[src/rtl/hex_uart_reporter.sv]
`timescale 1ns/1ps
`default_nettype none
// ----------------------------------------------------------------------------
// hex_uart_reporter : snapshots a 24-bit value on a strobe and sends it over
//                     8N1 UART as six uppercase hex digits followed by CR LF.
// Revision 1.0
// ----------------------------------------------------------------------------
module hex_uart_reporter #(
  parameter int CLKS_PER_BIT = 16,
  parameter int VALUE_W      = 24
) (
  input  logic               clk,
  input  logic               rst,
  input  logic [VALUE_W-1:0] value,
  input  logic               sample,
  output logic               tx,
  output logic               busy,
  output logic [7:0]         dropped_cnt
);

  localparam int c_tw = $clog2(CLKS_PER_BIT);
  localparam logic [c_tw-1:0] c_last_tick = c_tw'(CLKS_PER_BIT - 1);

  localparam logic [1:0] c_st_idle  = 2'd0;
  localparam logic [1:0] c_st_start = 2'd1;
  localparam logic [1:0] c_st_data  = 2'd2;
  localparam logic [1:0] c_st_stop  = 2'd3;

  logic [1:0]         state_q, state_d;
  logic [c_tw-1:0]    timer_q, timer_d;
  logic [2:0]         char_idx_q, char_idx_d;
  logic [2:0]         bit_idx_q, bit_idx_d;
  logic [7:0]         shift_q, shift_d;
  logic [VALUE_W-1:0] snap_q, snap_d;
  logic [7:0]         dropped_q, dropped_d;
  logic               tx_q, tx_d;
  logic               tick_end;
  logic [7:0]         char_byte;

  function automatic logic [7:0] hex_ascii(input logic [3:0] n);
    hex_ascii = (n < 4'd10) ? (8'h30 + {4'h0, n}) : (8'h37 + {4'h0, n});
  endfunction

  assign tick_end = (timer_q == c_last_tick);

  always_comb begin
    char_byte = 8'h0A;
    case (char_idx_q)
      3'd0:    char_byte = hex_ascii(snap_q[23:20]);
      3'd1:    char_byte = hex_ascii(snap_q[19:16]);
      3'd2:    char_byte = hex_ascii(snap_q[15:12]);
      3'd3:    char_byte = hex_ascii(snap_q[11:8]);
      3'd4:    char_byte = hex_ascii(snap_q[7:4]);
      3'd5:    char_byte = hex_ascii(snap_q[3:0]);
      3'd6:    char_byte = 8'h0D;
      default: char_byte = 8'h0A;
    endcase
  end

  always_ff @(posedge clk) begin
    if (rst) begin
      state_q    <= c_st_idle;
      timer_q    <= '0;
      char_idx_q <= '0;
      bit_idx_q  <= '0;
      shift_q    <= '0;
      snap_q     <= '0;
      dropped_q  <= '0;
      tx_q       <= 1'b1;
    end else begin
      state_q    <= state_d;
      timer_q    <= timer_d;
      char_idx_q <= char_idx_d;
      bit_idx_q  <= bit_idx_d;
      shift_q    <= shift_d;
      snap_q     <= snap_d;
      dropped_q  <= dropped_d;
      tx_q       <= tx_d;
    end
  end

  always_comb begin
    state_d = state_q;
    case (state_q)
      c_st_idle:  if (sample) state_d = c_st_start;
      c_st_start: if (tick_end) state_d = c_st_data;
      c_st_data:  if (tick_end && bit_idx_q == 3'd7) state_d = c_st_stop;
      c_st_stop:  if (tick_end) state_d = (char_idx_q == 3'd7) ? c_st_idle : c_st_start;
      default:    state_d = c_st_idle;
    endcase
  end

  // The byte is loaded at the start->data boundary so tx can be computed from next-state values.
  always_comb begin
    timer_d    = timer_q;
    char_idx_d = char_idx_q;
    bit_idx_d  = bit_idx_q;
    shift_d    = shift_q;
    snap_d     = snap_q;
    dropped_d  = dropped_q;
    tx_d       = 1'b1;

    if (state_q == c_st_idle || state_d != state_q || tick_end) timer_d = '0;
    else                                                        timer_d = timer_q + c_tw'(1);

    if (sample && state_q != c_st_idle && dropped_q != 8'hFF) dropped_d = dropped_q + 8'd1;

    case (state_q)
      c_st_idle: if (sample) begin
        snap_d     = value;
        char_idx_d = 3'd0;
      end
      c_st_start: if (tick_end) begin
        shift_d   = char_byte;
        bit_idx_d = 3'd0;
      end
      c_st_data: if (tick_end) begin
        shift_d   = {1'b0, shift_q[7:1]};
        bit_idx_d = bit_idx_q + 3'd1;
      end
      c_st_stop: if (tick_end && char_idx_q != 3'd7) char_idx_d = char_idx_q + 3'd1;
      default: ;
    endcase

    case (state_d)
      c_st_start: tx_d = 1'b0;
      c_st_data:  tx_d = shift_d[0];
      default:    tx_d = 1'b1;
    endcase
  end

  assign tx          = tx_q;
  assign busy        = (state_q != c_st_idle);
  assign dropped_cnt = dropped_q;

endmodule
`default_nettype wire

[config.mk]
export PLATFORM = sky130hd
export DESIGN_NAME = hex_uart_reporter
export DESIGN_NICKNAME = d
export VERILOG_FILES = /design/src/rtl/hex_uart_reporter.sv
export SDC_FILE = /design/constraint.sdc
export NUM_CORES = 1
export LEC_CHECK = 0
export CAP_MARGIN = 20
export CORE_UTILIZATION = 55
export DETAILED_ROUTE_END_ITERATION = 10
export HOLD_SLACK_MARGIN = 0.02
export PLACE_DENSITY = 0.79
export SLEW_MARGIN = 20
export SYNTH_ARGS = -nofsm -noshare
export SYNTH_HDL_FRONTEND = slang
export SYNTH_SLANG_ARGS = --single-unit
[constraint.sdc]
create_clock -name clk -period 2.4 [get_ports clk]
set_input_delay 0.24 -clock clk [delete_from_list [all_inputs] [get_ports clk]]
set_output_delay 0.24 -clock clk [all_outputs]
set_load 0.02 [all_outputs]
======== Word-level counts from Yosys, hierarchy flattened ========
Cells that the tools add are included.
storage, ports and cells
  input port bits ......................... 27
  logic and storage cells ................. 90
  flip-flop bits (word level) ............. 53
  output and inout port bits .............. 10
cells by class
  equality and inequality tests ........... 21
  multiplexer cells ....................... 23
  reductions and logical operators ........ 15
  add/subtract/negate cells ............... 16
  order comparisons ....................... 6
operators with widths
  kind                                                 count
  adder 6 x 4 -> 7 bit, first input constant           12
  one-hot mux 7 bit (7 select lines)                   1
  2-to-1 mux 7 bit                                     6
  less-than comparator 4 bit, second input constant    6
  2-to-1 mux 8 bit                                     2
  one-hot mux 8 bit (2 select lines)                   1
  equality test 3 bit, second input constant           5
  2-to-1 mux 3 bit                                     4
  one-hot mux 3 bit (2 select lines)                   2
  adder 8 x 1 -> 8 bit, second input constant          1
  2-to-1 mux 2 bit                                     4
  != test 2 bit, second input constant                 4
  != test 8 bit, second input constant                 1
  one-hot mux 2 bit (4 select lines)                   1
  adder 3 x 1 -> 3 bit, second input constant          2
  equality test 2 bit, second input constant           3
  equality test 3 x 2 -> 1 bit, second input constant  2
  AND reduction 3 bit                                  2
  nonzero test 2 bit                                   3
  adder 4 x 1 -> 4 bit, second input constant          1
  equality test 2 x 1 -> 1 bit, second input constant  2
  equality test 4 bit, second input constant           1
  logical AND 1 bit                                    4
  equality test 3 x 1 -> 1 bit, second input constant  1
  9 further kinds                                      10

======== Longest topological paths before layout ========
  depth in word-level cells ............... 8
  gate-level depth with buffers ........... 8
  mapped depth without buffers ............ 7

======== Least setup slack after synthesis ========
Ideal clock, no wire load.
  kind .................................... register to register
  start ................................... reg char_idx_q[2]
  end ..................................... reg tx_q (netlist: tx)
  data required time ...................... 2.269 ns
  period minus slack after synthesis ...... 1.827 ns
  path buffers ............................ 1
  arrival time ............................ 1.696 ns
  setup time .............................. 0.131 ns
  path slack .............................. 0.573 ns
  stages on the path, launching flop included .. 8
  path through ............................ dfxtp_1 > buf_4 > inv_2 > ha_1 > nor4_2 > nor2_1 > a211oi_1 > a31oi_1
on the way
  cells in the longest elaborated chain, start to end .. 6
  elaborated cells between the ends (all ways) .. 17
  those cells by class .................... 9 x eq/ne; 7 x mux; 1 x reduce/logical
RTL lines
  what                                                                        RTL line  source
  start, declared                                                             31        logic [2:0] char_idx_q, char_idx_d;
  start signal, assigned                                                      73        char_idx_q <= char_idx_d;
  equality test 3 bit                                                         88        c_st_stop: if (tick_end) state_d = (char_idx_q == 3'd7) ? c_st_idle : c_st_start;
  2-to-1 mux 1 bit                                                            88
  2-to-1 mux 2 bit                                                            88
  one-hot mux 2 bit (4 select lines)                                          84        case (state_q)
  equality test 2 bit / equality test 2 x 1 -> 1 bit (equally long branches)  125       case (state_d)
  one-hot mux 1 bit (2 select lines) *                                        125
  end signal, assigned                                                        78        tx_q <= tx_d;
  end, declared                                                               36        logic tx_q, tx_d;
Every way passes the cells marked *; elsewhere a longest branch is shown, timed or not. The select of a mux whose other input is x is not followed.
A chain may end at the register's enable or synchronous reset.

======== Worst setup path in the final report ========
  start ................................... reg state_q[0]
  end ..................................... out busy
on the way
  cells in the longest elaborated chain, start to end .. 1
RTL lines
  what                    RTL line  source
  start, declared         29        logic [1:0] state_q, state_d;
  start signal, assigned  62        state_q <= c_st_idle;
  start signal, assigned  71        state_q <= state_d;
  nonzero test 2 bit      133       assign busy = (state_q != c_st_idle);
  end, declared           17        output logic busy,
No other way between the ends.

==> summary by stage <==
Run status
The run finished with clean final reports.

Power and ir drop
Summed over all cells, the static leakage comes to 1.25 nW. The internal power consumption is 1.33 mW. The fraction of power consumed by the clock network is 0.332. For this design the total switching power over the nets is 0.481 mW.

The power density over the cells is 505 nW/um^2. Of the total power, the share spent switching nets is 0.265. The share of total power dissipated in combinational logic is 0.146. The share of total power dissipated in sequential elements is 0.522.

The worst-case IR drop observed on VDD is 0.000343 V.

Setup path
In this run the worst path has a maximum fanout of 8. The source of the worst register-to-register timing path is state_q[1]$_SDFF_PP0_. The type of origin of the critical path is a flop. At the worst endpoint, the required time is 2.16 ns. The slowest stage of the critical path is the sky130_fd_sc_hd__clkdlybuf4s50_1 cell.

In this run the worst setup path begins at state_q[0]$_SDFF_PP0_. The number of buffer and inverter instances along the worst setup path is 3. The dominant delay contributor by cell family on the critical path is buffers and inverters. The biggest cell delay along the critical path is 0.60 ns. Traced cell by cell, the critical path runs through inv_1 > ha_1 > inv_2 > clkdlybuf4s50_1. The endpoint arrival time on the critical path is 1.89 ns. The start-to-end type of the worst setup path is flop to primary output. STA classifies the critical path endpoint as a primary output.

Routing
The total routed wirelength is 6890 um. In this run the remaining antenna-violating nets after routing total 0. The violation count after the first detailed-routing iteration is 358. For this run, design rule violations remaining after detail routing come to 0. The routed wirelength normalized by instance count is 13.9 um. The count of vias placed by the detailed router is 2890. The via density per instance is 5.85. The pre-antenna-repair detailed-routing pass consisted of 5 iterations.

Die
In this run the count of I/O pins placed on the die edge is 37. The overall die area is 5920 um^2. The width of the die is 76.9 um. The core outline area is 5270 um^2. The height of the die is 76.9 um. The initial utilization of the core area, before any placement, comes to 0.586. The number of rows in the core area is 26.

STA
The final count of hold timing violations is 0. At the pin with the least slew margin, the transition time is 0.741 ns. Static timing analysis puts the maximum clock frequency at 470 MHz. For the finished layout, the period the worst path requires is 2.13 ns. Clock skew on the completed layout was measured at 0.00583 ns.

Headroom to the max-slew limit came out at 0.503. The setup TNS is 0 ns. Setup violations remaining at the end of the flow were counted as 0. The final count of pins violating max slew is 0. Setup repair after global routing left no endpoint under its margin. The period utilization is 0.886.

Clocking
The total number of H-tree levels is 2. The total of hold buffers inserted after clock tree synthesis is 0. Once the clock tree was built, the resizer swapped 0 gates to a different size.

The clock edge transition at the registers on the reported setup and hold paths is 0.09 ns. The tree is rooted in a sky130_fd_sc_hd__clkbuf_8. The maximum root-to-sink buffer count is 2. The post-CTS setup buffer count is 0. The number of buffers added by the clock tree synthesis step is 5. The clock net in this run drives a total of 52 sinks. The TritonCTS clock tree is yes. The clock network latency to the later pin of the worst-skew pair is 0.31 ns.

Synthesis
After synthesis, the share of flip-flops with an asynchronous set or reset is 0. By area the synthesized netlist is led by sky130_fd_sc_hd__dfxtp_1, sky130_fd_sc_hd__ha_1, sky130_fd_sc_hd__nand2_1, sky130_fd_sc_hd__a21oi_1, sky130_fd_sc_hd__xnor2_1. By count the netlist is led by sky130_fd_sc_hd__nand2_1, sky130_fd_sc_hd__dfxtp_1, sky130_fd_sc_hd__a21oi_1.

The cell with the most instances after synthesis is sky130_fd_sc_hd__nand2_1. Of the post-synthesis cell area, the dominant cell type holds 0.337. The Yosys step of the flow raised 0 warnings. The most used flip-flop cell after synthesis is sky130_fd_sc_hd__dfxtp_1. The number of distinct library cells after synthesis is 56. In this run the mean area of a mapped cell was 7.86 um^2. The mapped netlist covers 3090 um^2.

The library cell occupying the most area in the post-synthesis netlist is sky130_fd_sc_hd__dfxtp_1. After technology mapping, the gate count stands at 393. The sequential fraction of the synthesis area is 0.337. Yosys mapped a number of flops with a built-in enable equal to 0. The number of storage elements in the synthesis netlist is 52. The number of nets in the synthesized netlist is 440.

Min path
The tightest min-delay check is of the flop to flop type. In this run the most critical hold path is launched from timer_q[0]$_SDFF_PP0_.

Layout
At the end of the flow the core is filled with cells to 0.682. From synthesis to final layout, the design area changed by 16.4%. The net count of the finished layout is 470. 0 antenna diodes ended up in the layout.

Of the cells placed in the final design, the portion with a size suffix greater than 1 is 0.0613.

Global route
The number of global-route vias before repair is 2567. Entering global routing, the biggest net connects 30 pins. The wire length of the first global-routing pass is 11800 um. Global routing finished with a remaining overflow of 0. For this run, the total global-route usage over all layers was measured as 0.244.

The number of antenna violations at the first check in global routing is 0.

Place
The estimated wirelength of the detail-placed design is 5140 um. The weighted congestion reported at the end of routability-driven placement is 0.987. In this run the tool buffered the top-level ports with 36 buffer cells.

Flow run
The max-capacitance violation count is 0.
## layer usage
metal / share of wire / track usage / vias to the layer above
met5: 0 / 0 / -
met2: 0.45 / 0.378 / 84
met4: 0.015 / 0.0712 / 0
li1: - / - / 1456
met3: 0.058 / 0.0667 / 14
met1: 0.47 / 0.330 / 1336
## logic make-up after synthesis
group,Yosys count,synth area share
and+or+nand+nor,141,0.221
muxes,4,0.0138
xor gates and xnor gates,13,0.0369
DFF,52,0.337
AOI/OAI and AO/OA,119,0.247
adders and majority gates,20,0.0810
buffers and inverters,44,0.0632
## placed cells by master (no fill, tap or decap), types with 11 or more instances in the layout
cell type / synthesis / layout
sky130_fd_sc_hd__nand3_1: 12 / 12
sky130_fd_sc_hd__nand2_1: 65 / 65
sky130_fd_sc_hd__inv_1: 20 / 20
sky130_fd_sc_hd__a211oi_1: 11 / 11
sky130_fd_sc_hd__a21oi_1: 43 / 43
sky130_fd_sc_hd__nor2_1: 25 / 25
sky130_fd_sc_hd__xnor2_1: 11 / 11
sky130_fd_sc_hd__ha_1: 20 / 20
sky130_fd_sc_hd__dfxtp_1: 52 / 52
sky130_fd_sc_hd__clkdlybuf4s50_1: 0 / 36
sky130_fd_sc_hd__o21ai_0: 15 / 15
## state kept, by name (all words and copies together), names as in the netlist
register,cells
tx,1
bit_idx_q,3
dropped_cnt,8
state_q,2
shift_q,7
timer_q,4
char_idx_q,3
snap_q,24
## power by group through the flow
stage | logic [mW] | clock network, mW | registers [mW]
after floorplan | 0.170 | 0 | 0.956
after global placement | 0.260 | 0 | 0.965
after detailed placement | 0.265 | 0 | 0.966
after CTS | 0.267 | 0.613 | 0.946
after global routing | 0.298 | 0.655 | 0.956
final | 0.266 | 0.602 | 0.948
## path summary, 6_finish.rpt
check / to / slack (ns) / depth (start not counted)
setup / recovery: busy / 0.27 / 4
hold / removal: timer_q[0]$_SDFF_PP0_ / 0.46 / 1
setup reg to reg: shift_q[2]$_SDFFE_PP0P_ / 0.35 / 5
hold reg to reg: timer_q[0]$_SDFF_PP0_ / 0.46 / 1
## cell type report
cell class | count | area [um^2]
multi-input combinational | 297 | 1850
fill | 453 | 1680
sequential | 52 | 1040
timing repair buffer | 43 | 413
inverter | 24 | 90.1
tap | 70 | 87.6
clock buffer | 5 | 68.8
clock inverter | 3 | 42.5
## per-stage QoR
stage	instance area, um^2	total power, mW	setup WS [ns]	hold slack, ns	instances
2_1_floorplan	3090	1.13	0.573	0.376	393
3_3_place_gp	3480	1.22	0.533	0.431	486
6_report	3590	1.82	0.273	0.456	494
4_1_cts	3590	1.83	0.280	0.455	494
5_1_grt	3590	1.91	0.153	0.471	494
3_5_place_dp	3480	1.23	0.391	0.435	486
(Power assumes the default switching activity.)
